<file path="config.mk">
export PLATFORM = sky130hd
export DESIGN_NAME = knn_topk_feeder
export DESIGN_NICKNAME = d
export VERILOG_FILES = /design/src/rtl/knn_pkg.sv /design/src/rtl/settle_counter.sv /design/src/rtl/knn_topk_feeder.sv
export SDC_FILE = /design/constraint.sdc
export NUM_CORES = 1
export LEC_CHECK = 0
export ABC_AREA = 1
export CAP_MARGIN = 20
export CORE_ASPECT_RATIO = 1.4
export CORE_MARGIN = 3
export CORE_UTILIZATION = 32
export CTS_CLUSTER_DIAMETER = 100
export DETAILED_ROUTE_END_ITERATION = 16
export DONT_BUFFER_PORTS = 1
export PLACE_DENSITY_LB_ADDON = 0.08
export SYNTH_ARGS = -nofsm -noshare
export SYNTH_HDL_FRONTEND = slang
export SYNTH_HIERARCHICAL = 1
export SYNTH_SLANG_ARGS = --single-unit
</file>
<file path="constraint.sdc">
create_clock -name clk_in -period 1.6 [get_ports clk_in]
set_input_delay 0.24 -clock clk_in [delete_from_list [all_inputs] [get_ports clk_in]]
set_output_delay 0.24 -clock clk_in [all_outputs]
set_load 0.05 [all_outputs]
</file>
<file path="src/rtl/knn_pkg.sv">
// knn_pkg: shared controller state encoding and default widths for the k-NN top-K feeder.
package knn_pkg;
   localparam int DEF_DATA_WIDTH    = 32;
   localparam int DEF_TAG_WIDTH     = 32;
   localparam int DEF_K             = 8;
   localparam int DEF_SETTLE_CYCLES = 3;

   typedef enum logic [3:0] {
      IDLE, ACCEPT, INSERT, EVICT, EVICT_WAIT, SETTLE, DRAIN, DRAIN_WAIT, HOLD, DONE
   } fsm_state_t;
endpackage

</file>
<file path="src/rtl/settle_counter.sv">
// settle_counter: loadable down-counter that parks at zero and flags it.
module settle_counter #(
   parameter int W = 2
)(
   input  logic         clk_in,
   input  logic         rst_n_in,
   input  logic         load_in,
   input  logic [W-1:0] load_val_in,
   output logic         zero_out
);
   logic [W-1:0] r_cnt;

   always_ff @(posedge clk_in or negedge rst_n_in)
      if (!rst_n_in)          r_cnt <= '0;
      else if (load_in)       r_cnt <= load_val_in;
      else if (r_cnt != '0)   r_cnt <= r_cnt - W'(1);

   assign zero_out = r_cnt == '0;
endmodule

</file>
<file path="src/rtl/knn_topk_feeder.sv">
// knn_topk_feeder: keeps the K smallest-tag candidates in a priority queue, then drains them nearest-first.
module knn_topk_feeder
   import knn_pkg::*;
#(
   parameter int DATA_WIDTH    = DEF_DATA_WIDTH,
   parameter int TAG_WIDTH     = DEF_TAG_WIDTH,
   parameter int K             = DEF_K,
   parameter int SETTLE_CYCLES = DEF_SETTLE_CYCLES
)(
   input  logic                   clk_in,
   input  logic                   rst_n_in,
   input  logic                   start_in,
   input  logic                   in_valid_in,
   output logic                   in_ready_out,
   input  logic [DATA_WIDTH-1:0]  in_data_in,
   input  logic [TAG_WIDTH-1:0]   in_tag_in,
   input  logic                   in_last_in,
   output logic                   out_valid_out,
   input  logic                   out_ready_in,
   output logic [DATA_WIDTH-1:0]  out_data_out,
   output logic [TAG_WIDTH-1:0]   out_tag_out,
   output logic [$clog2(K):0]     out_rank_out,
   output logic                   out_last_out,
   output logic                   done_out,
   output logic                   err_out,
   output logic                   q_enq_out,
   output logic [DATA_WIDTH-1:0]  q_enq_data_out,
   output logic [TAG_WIDTH-1:0]   q_enq_tag_out,
   output logic                   q_deq_smallest_out,
   output logic                   q_deq_largest_out,
   input  logic                   q_valid_in,
   input  logic [DATA_WIDTH-1:0]  q_data_in,
   input  logic [TAG_WIDTH-1:0]   q_tag_in,
   input  logic [TAG_WIDTH-1:0]   q_max_tag_in,
   input  logic                   q_empty_in
);
   localparam int CW = $clog2(K) + 1;
   localparam int SW = $clog2(SETTLE_CYCLES) + 1;

   fsm_state_t            r_state, w_next, r_ret;
   logic [CW-1:0]         r_count, r_rank;
   logic [DATA_WIDTH-1:0] r_data, r_out_data;
   logic [TAG_WIDTH-1:0]  r_tag, r_out_tag;
   logic                  r_last, r_err;
   logic                  w_in_hs, w_out_hs, w_start_ok, w_full, w_evict, w_settle_ld, w_settle_zero;

   assign w_in_hs     = r_state == ACCEPT && in_valid_in;
   assign w_out_hs    = r_state == HOLD && out_ready_in;
   assign w_start_ok  = r_state == IDLE && start_in && q_empty_in;
   assign w_full      = r_count >= CW'(K);
   assign w_evict     = in_tag_in < q_max_tag_in;
   // The counter starts on the cycle that ends an operation, so SETTLE itself lasts SETTLE_CYCLES cycles.
   assign w_settle_ld = r_state == INSERT || (r_state == EVICT_WAIT && q_valid_in) || w_out_hs;

   settle_counter #(.W(SW)) u_settle (
      .clk_in      (clk_in),
      .rst_n_in    (rst_n_in),
      .load_in     (w_settle_ld),
      .load_val_in (SW'(SETTLE_CYCLES - 1)),
      .zero_out    (w_settle_zero)
   );

   always_ff @(posedge clk_in or negedge rst_n_in)
      if (!rst_n_in) r_state <= IDLE;
      else           r_state <= w_next;

   always_comb begin
      w_next = r_state;
      case (r_state)
         IDLE:       w_next = w_start_ok ? ACCEPT : IDLE;
         ACCEPT:     if (in_valid_in) w_next = !w_full ? INSERT : w_evict ? EVICT : in_last_in ? DRAIN : ACCEPT;
         INSERT:     w_next = SETTLE;
         EVICT:      w_next = EVICT_WAIT;
         EVICT_WAIT: if (q_valid_in) w_next = SETTLE;
         SETTLE:     if (w_settle_zero) w_next = r_ret;
         DRAIN:      w_next = r_count == '0 ? DONE : DRAIN_WAIT;
         DRAIN_WAIT: if (q_valid_in) w_next = HOLD;
         HOLD:       if (out_ready_in) w_next = SETTLE;
         DONE:       w_next = IDLE;
         default:    w_next = IDLE;
      endcase
   end

   always_comb begin
      in_ready_out       = r_state == ACCEPT;
      q_enq_out          = r_state == INSERT;
      q_deq_largest_out  = r_state == EVICT;
      q_deq_smallest_out = r_state == DRAIN && r_count != '0;
      out_valid_out      = r_state == HOLD;
      out_last_out       = r_state == HOLD && r_count == CW'(1);
      done_out           = r_state == DONE;
   end

   always_ff @(posedge clk_in or negedge rst_n_in)
      if (!rst_n_in) begin
         r_ret      <= IDLE;
         r_count    <= '0;
         r_rank     <= '0;
         r_data     <= '0;
         r_tag      <= '0;
         r_last     <= 1'b0;
         r_out_data <= '0;
         r_out_tag  <= '0;
         r_err      <= 1'b0;
      end else begin
         if (w_start_ok) begin
            r_err   <= 1'b0;
            r_count <= '0;
            r_rank  <= '0;
         end else if (r_state == IDLE && start_in) r_err <= 1'b1;
         if (w_in_hs) begin
            r_data <= in_data_in;
            r_tag  <= in_tag_in;
            r_last <= in_last_in;
         end
         // Evict followed by insert leaves count unchanged because the insert sees a full count.
         if (r_state == INSERT) begin
            r_ret <= r_last ? DRAIN : ACCEPT;
            if (!w_full) r_count <= r_count + CW'(1);
         end
         if (r_state == EVICT_WAIT && q_valid_in) r_ret <= INSERT;
         if (r_state == DRAIN_WAIT && q_valid_in) begin
            r_out_data <= q_data_in;
            r_out_tag  <= q_tag_in;
         end
         if (w_out_hs) begin
            r_count <= r_count - CW'(1);
            r_rank  <= r_rank + CW'(1);
            r_ret   <= r_count > CW'(1) ? DRAIN : DONE;
         end
         if (r_state == DONE) r_rank <= '0;
      end

   assign out_data_out   = r_out_data;
   assign out_tag_out    = r_out_tag;
   assign out_rank_out   = r_rank;
   assign err_out        = r_err;
   assign q_enq_data_out = r_data;
   assign q_enq_tag_out  = r_tag;
endmodule
</file>
# Word-level counts from Yosys, hierarchy flattened
# Index checks and enable logic that the tools add are counted.
# classes
add_sub_neg	4
multipliers	0
div	0
magnitude_cmp	3
n_eq_ne	15
shifts	0
mux	27
n_bitwise	0
n_reduce_logical	20
# ops
operator	n
4-bit two-way mux	17
4-bit one-hot mux with 9 select lines	1
32-bit less-than comparator	1
3-bit two-way mux	6
4-bit by 3-bit equality test with 1-bit output (second input constant)	4
3-bit nonzero test	3
4-bit by 1-bit adder with 4-bit output (second input constant)	2
4-bit by 1-bit equality test with 1-bit output (second input constant)	2
4-bit by 2-bit equality test with 1-bit output (second input constant)	2
4-bit equality test (second input constant)	2
1-bit logical AND	8
4-bit zero test	2
2-bit != test (second input constant)	3
5-bit AND reduction	1
4-bit greater-or-equal comparator (second input constant)	1
4-bit by 1-bit greater-than comparator with 1-bit output (second input constant)	1
2-bit by 1-bit != test with 1-bit output (second input constant)	2
2-bit nonzero test	2
4-bit nonzero test	1
4-bit by 1-bit subtractor with 4-bit output (second input constant)	1
3-bit zero test	1
1-bit two-way mux	3
3-bit by 1-bit subtractor with 3-bit output (second input constant)	1
1-bit logical OR	2
# word_totals
ff_bits	149
latchBits	0
mem_bits_rw	0
rom_bits	0
out_inout_bits	140
wordCells	80
n_memories	0

# Logic depth before layout (Yosys ltp)
# Gate-level depths: netlist (run 1).
# depth
depth_word	7
ltp_mapped	17
ltp_nobuf	17

# Cells and area by module
# Netlist (run 1), hierarchy kept.
# by_module_without_submodules
module	instances	cells_each	area_per_inst_um2	seq_area_each_um2
knn_topk_feeder	1	559	6751.5	3653.5
settle_counter	1	32	207.7	75.1

# Worst setup path after synthesis (run 1)
# No wires, ideal clock.
# synth_path
kind	register to register
from	register r_state[1]
to	register r_rank[1] (netlist: out_rank_out[1])
setup_ns	0.122
arrival_time_ns	2.176
t_required_ns	1.478
path_slack_ns	-0.697
path_stages_with_launch	6
path_cell_list	dfrtp_1 -> inv_1 -> nand2_1 -> nor3_1 -> nor2_1 -> a32o_1
# synth_via
elab_cells_between_ends	9
# synth_lines
item	line_no	rtl
start: declaration	knn_topk_feeder.sv:40	fsm_state_t r_state, w_next, r_ret;
start signal: assignment	knn_topk_feeder.sv:65	else r_state <= w_next;
4-bit equality test *	n/a	
via done_out	knn_topk_feeder.sv:24	output logic done_out,
3-bit nonzero test (no line) / 4-bit two-way mux (equally long branches)	n/a	
end signal: assignment	knn_topk_feeder.sv:128	r_rank <= r_rank + CW'(1);
end: declaration	knn_topk_feeder.sv:41	logic [CW-1:0] r_count, r_rank;
# The timed path passes the listed nets; every way through them passes the cells marked *.
# A chain may end at the register's enable or synchronous reset.

# Worst setup path in the final report (run 1)
# layout_path
from	register r_state[0]
to	output out_last_out
# layout_via
elab_chain_len	2
# layout_lines
item	line_no	rtl
4-bit equality test	knn_topk_feeder.sv:90	out_last_out = r_state == HOLD && r_count == CW'(1);
1-bit logical AND	knn_topk_feeder.sv:90	
end: declaration	knn_topk_feeder.sv:23	output logic out_last_out,
# No other way between the ends.

==> impl_metrics.json, run 1 <==
{
  "synth_warnings": 6,
  "grt_pass1_vias": 5485,
  "grt_usage": 0.150,
  "fin_util": 0.474,
  "cts_inserted_buffers": 17,
  "cts_tree": "yes",
  "required_ns": 1.36,
  "drv_cap": 0,
  "setup_viol": 142,
  "rows": 63,
  "place.gp.congestion": 0.792,
  "core_area_sq_um": 21300,
  "ios": 308,
  "crit_type": "flop to output pin",
  "dp_hpwl_um": 12600,
  "io_buffers": 0,
  "die_area_sq_um": 23600,
  "setup_ws_ns": -0.201,
  "drive_above_1_share": 0.271,
  "area_growth_pct": 45.1,
  "maxSlewViolCount": 0,
  "whs_ns": -0.486,
  "r2r_cells": 5,
  "wl_per_cell_um": 17.3,
  "min_period_ns": 1.80,
  "worstPathArrival_ns": 1.56,
  "p_per_area_nw_per_um2": 2200,
  "synthTopCellsByArea": "dfrtp_1 54%, mux2_1 11%, ha_1 6.7%, mux2_2 6.6%, mux2_4 4.3%",
  "critPathCaptureType": "output pin",
  "synth_flop_cell": "dfrtp_1",
  "cts.sinks": 149,
  "slew_headroom": 0.626,
  "skew_ns": 0.00725,
  "dpl.cell_count": 884,
  "synthCells": 591,
  "final_cells": 1071,
  "drc_errors": 0,
  "ys_ff_latch": 149,
  "antenna_found_initial": 0,
  "cts_buffer_depth": 2,
  "vias_per_cell": 4.72,
  "clk_pin_slew_worst_paths_ns": 0.06,
  "fin_nets": 1003,
  "start_kind": "flop",
  "design_area_sq_um": 10100,
  "fmax_ghz": 0.555,
  "grt_max_degree": 150,
  "antenna_left": 0,
  "rrSetupSlack_ns": -0.19,
  "insertion_delay_ns": 0.42,
  "grt_pass1_wl_um": 27700,
  "place_area_sq_um": 7660,
  "drt_pre_antenna_iters": 4,
  "max_slew.worst_pin.slew_ns": 0.562,
  "initial_core_util": 0.327,
  "worstPathMaxFanout": 4,
  "drt_iter0_markers": 130,
  "overflow": 0,
  "n_antenna_cell": 0,
  "syn_area_sq_um": 6960,
  "synth_top_area_cell": "dfrtp_1",
  "cts_root_buffer": "clkbuf_16",
  "htree_levels": 4,
  "async_flop_share": 1.00,
  "violations": "hold timing, setup timing",
  "worstReg2RegEnd": "out_data_out[31]",
  "run_status": "finished with violations",
  "leakagePower_nw": 4.97,
  "hold_path.class": "input pin to asynchronous set/reset pin",
  "rsz0062_at_grt": "yes",
  "fin_tns_setup_ns": -16.09,
  "synth_cell_types": 34,
  "via_count": 5052,
  "irDropWorstVdd_uv": 992,
  "hold_viol": 149,
  "hold_buffers": 132,
  "syn_area_per_cell_sq_um": 11.8,
  "fin_crit_sh": 1.13,
  "die_h_um": 180,
  "synth-edff-count": 0,
  "fp.dieW_um": 131,
  "synth_top_area_share": 0.536,
  "regToRegStartpoint": "r_state[3]",
  "synth_seq_area_share": 0.536,
  "wl_um": 18500
}
[worst max-delay path, stage by stage (launching register included)]
cell     delay (ns)
dfrtp_2        0.45
nor2_4         0.11
nand2_2        0.08
nor2_4         0.10
inv_2          0.05
buf_6          0.11
nor2_4         0.10
buf_12         0.14
[placed cells by master, fill, tap and decap left out, types with 4 or more instances in the layout]
cell type,instances
nand2_1,74
nand3_2,4
dlygate4sd3_1,132
ha_1,37
mux2_1,60
inv_4,4
clkinvlp_4,7
buf_4,42
nor2_1,17
mux2_2,41
inv_2,6
a21oi_1,16
clkbuf_16,21
nor2_4,13
o21ai_1,10
nand2_2,5
o21ai_0,10
nor2_2,4
buf_12,5
inv_1,60
mux2_4,26
dfrtp_2,4
dfrtp_1,145
buf_6,10
nand3_1,9
buf_8,5
[power by group]
group	switching, W	internal, W
Combinational	0.00239	0.00314
Clock	0.00157	0.00222
Sequential	0.00736	0.00551
[Yosys cell counts (4+ instances only)]
cell type,count
dfrtp_1,149
nand2_1,79
mux2_1,66
inv_1,65
mux2_2,41
ha_1,37
nor2_1,28
mux2_4,20
a21oi_1,19
o21ai_0,19
nand3_1,13
buf_2,9
inv_2,5
nor3_1,5
buf_6,4
nor2_2,4
o21ai_1,4
[timing repair]
item	CTS	global route
setup buffers	11	5
resized for setup	33	47
endpoints found under the hold margin	280	149
cloned	1	7
pin swaps	13	8
endpoints found under the setup margin	15	154
[routing by layer]
metal,up-vias,routed length (um),GRT usage,part of all wire
met5,-,0,0,0
met4,0,335,0.0580,0.018
met3,19,1260,0.0498,0.068
met2,189,10200,0.266,0.55
met1,2453,6750,0.160,0.36
li1,2391,-,-,-
[cell type report]
class | count | area [sq um]
fill | 1892 | 11200
sequential | 149 | 3730
multi-input combinational | 360 | 3140
timing repair buffer | 199 | 2050
clock buffer | 21 | 460
tap | 260 | 325
inverter | 70 | 273
clock inverter | 11 | 103
timing repair inverter | 1 | 7.51
[metrics by stage]
| step | setup slack [ns] | power (W) |
|---|---|---|
| after detailed placement | -0.0813 | 0.0174 |
| after CTS | -0.265 | 0.0219 |
| after floorplan | -0.191 | 0.0158 |
| after global routing | -0.277 | 0.0233 |
| final | -0.201 | 0.0222 |
| after global placement | -0.0748 | 0.0173 |
[registers in the layout, summed over array words and instances (netlist names)]
name,cells
out_data_out,32
out_tag_out,32
q_enq_data_out,32
q_enq_tag_out,32
out_rank_out,4
r_count,4
r_ret,4
r_state,4
u_settle/r_cnt,3
err_out,1
r_last,1
[kinds of logic after synthesis]
group                      after synthesis  share of synthesized area
AOI/OAI and AO/OA                       51                     0.0406
buffers and inverters                   84                     0.0512
adders and majority gates               37                     0.0665
and+or+nand+nor                        137                     0.0834
DFF                                    149                      0.536
muxes                                  127                      0.216
xor gates and xnor gates                 4                    0.00504
other                                    2                    0.00108
[worst max path at each step]
stage               startpoint         endpoint  slack (ns)  cells after the start
CTS                 r_state[0]     out_last_out       -0.27                      7
floorplan           r_state[1]  out_rank_out[1]       -0.19                      5
global placement    r_state[2]       r_state[2]       -0.07                      9
finish              r_state[0]     out_last_out       -0.20                      7
detailed placement  r_state[2]       r_state[0]       -0.08                      9
global route        r_state[0]     out_last_out       -0.28                      7
(Power assumes the default switching activity.)
==> run 2, diff against run 1 <==
Settings changed: CORE_ASPECT_RATIO 1.4 to 0.7, DONT_BUFFER_PORTS 1 to default.
==> run 2 against run 1 <==
  * The run ends with setup timing left
  * First-iteration DRC count up 63%
  * Flip-flop and latch count unchanged
  * Largest power group is now combinational cells
  * Sequential share of layout area down 5.4 points
  * Clock power up 11%
  * Non-clock buffer count up 187
  * Setup slack worse by 0.070 ns
  * Hold slack better by 0.80 ns
  * Utilization up 8.8 points
==> impl_metrics.json, run 2 (synthesized netlist as in run 1, its figures left out) <==
{
  "run_status": "finished with violations",
  "violations": "setup timing",
  "place.gp.congestion": 0.858,
  "fp.dieW_um": 182,
  "dp_hpwl_um": 16700,
  "io_buffers": 307,
  "drc_errors": 0,
  "core_area_sq_um": 21000,
  "leakagePower_nw": 5.93,
  "drt_pre_antenna_iters": 4,
  "wl_um": 22500,
  "start_kind": "flop",
  "hold_viol": 0,
  "cts_buffer_depth": 2,
  "fin_util": 0.562,
  "die_h_um": 129,
  "fin_crit_sh": 1.17,
  "n_antenna_cell": 0,
  "wl_per_cell_um": 17.7,
  "drv_cap": 0,
  "cts_tree": "yes",
  "via_count": 5775,
  "rows": 44,
  "skew_ns": 0.00999,
  "maxSlewViolCount": 0,
  "final_cell_mix": "180 x buf_4, 166 x clkdlybuf4s50_1, 147 x dfrtp_1",
  "cpMostUsedCell": "nor2_2",
  "final_common_cell": "buf_4",
  "rsz0062_at_grt": "yes",
  "setup_viol": 146,
  "overflow": 0,
  "critPathTopFamily": "simple AND/OR/NAND/NOR gates",
  "place_area_sq_um": 10500,
  "irDropWorstVdd_uv": 1010,
  "crit_slowest_cell": "dfrtp_1",
  "cts.sinks": 149,
  "hold_path.class": "input pin to asynchronous set/reset pin",
  "worstPathMaxFanout": 4,
  "antenna_left": 0,
  "ios": 308,
  "cts_inserted_buffers": 17,
  "drive_above_1_share": 0.381,
  "crit_path_max_incr_delay_ns": 0.41,
  "grt_pass1_wl_um": 33400,
  "drt_iter0_markers": 212,
  "grt_usage": 0.182,
  "crit_type": "flop to output pin",
  "min_period_ns": 1.87,
  "required_ns": 1.36,
  "setup_ws_ns": -0.271,
  "grt_pass1_vias": 6102,
  "clk_pin_slew_worst_paths_ns": 0.07,
  "p_per_area_nw_per_um2": 2200,
  "worstPathArrival_ns": 1.63,
  "antenna_found_initial": 2,
  "area_growth_pct": 69.8,
  "fmax_ghz": 0.534,
  "critPathBufInv": 3,
  "design_area_sq_um": 11800,
  "critPathCaptureType": "output pin",
  "grt_max_degree": 41,
  "insertion_delay_ns": 0.42,
  "htree_levels": 4,
  "vias_per_cell": 4.54,
  "fin_tns_setup_ns": -18.34,
  "worstPathCellList": "inv_2, nor2_2, nand2_1, nor2_2, buf_4, buf_12",
  "die_area_sq_um": 23600,
  "initial_core_util": 0.331,
  "cts_root_buffer": "clkbuf_16",
  "fin_nets": 1189
}
run 2: area by class of cell:
type                            instances  area (sq um)
Clock buffer                           18           439
Clock inverter                         14           178
Fill cell                            1780          9210
Inverter                               70           270
Multi-Input combinational cell        360          3160
Sequential cell                       149          3730
Tap cell                              276           345
Timing Repair Buffer                  386          3690
run 2: power by group:
group / leakage [nW] / switching [W] / internal (W)
Sequential: 1.88 / 0.00106 / 0.00562
Combinational: 3.75 / 0.00948 / 0.00568
Clock: 0.306 / 0.00178 / 0.00242
Total: 5.93 / 0.0123 / 0.0137
run 2: stage by stage:
step           instances  total power [W]  hold WS, ns  setup WS, ns
6_report            1273           0.0260        0.317        -0.271
5_1_grt             1273           0.0273        0.325        -0.361
4_1_cts             1253           0.0255        0.298        -0.259
3_5_place_dp        1206           0.0208        0.204        -0.626
3_3_place_gp        1206           0.0205        0.201        -0.585
2_1_floorplan        592           0.0158      -0.0556        -0.191
run 2: what timing repair did:
action / 4_1_cts / 5_1_grt
buffers inserted: 15 / 13
hold buffers: 1 / 0
pin swaps: 13 / 7
gates cloned: 0 / 10
hold endpoints to repair: 35 / 0
resized for setup: 43 / 39
setup endpoints to repair: 75 / 154
run 2: routing by layer:
layer / track usage / vias up / wire [um]
met2: 0.311 / 220 / 10900
met5: 0 / - / 33
met1: 0.221 / 2756 / 9310
li1: - / 2770 / -
met3: 0.0634 / 25 / 1940
met4: 0.0483 / 4 / 279
run 2: path summary, 6_finish.rpt:
path,from,end,slack (ns),cells after the start
worst max-delay path,r_state[2],q_deq_smallest_out,-0.27,6
worst min-delay path,rst_n_in,q_enq_data_out[19],0.32,2
worst max register to register,r_state[2],q_enq_data_out[20],-0.23,9
worst min register to register,out_data_out[26],out_data_out[26],0.50,1
max in group asynchronous,rst_n_in,out_data_out[4],0.70,3
min in group clk_in,in_tag_in[0],q_enq_tag_out[0],0.40,3
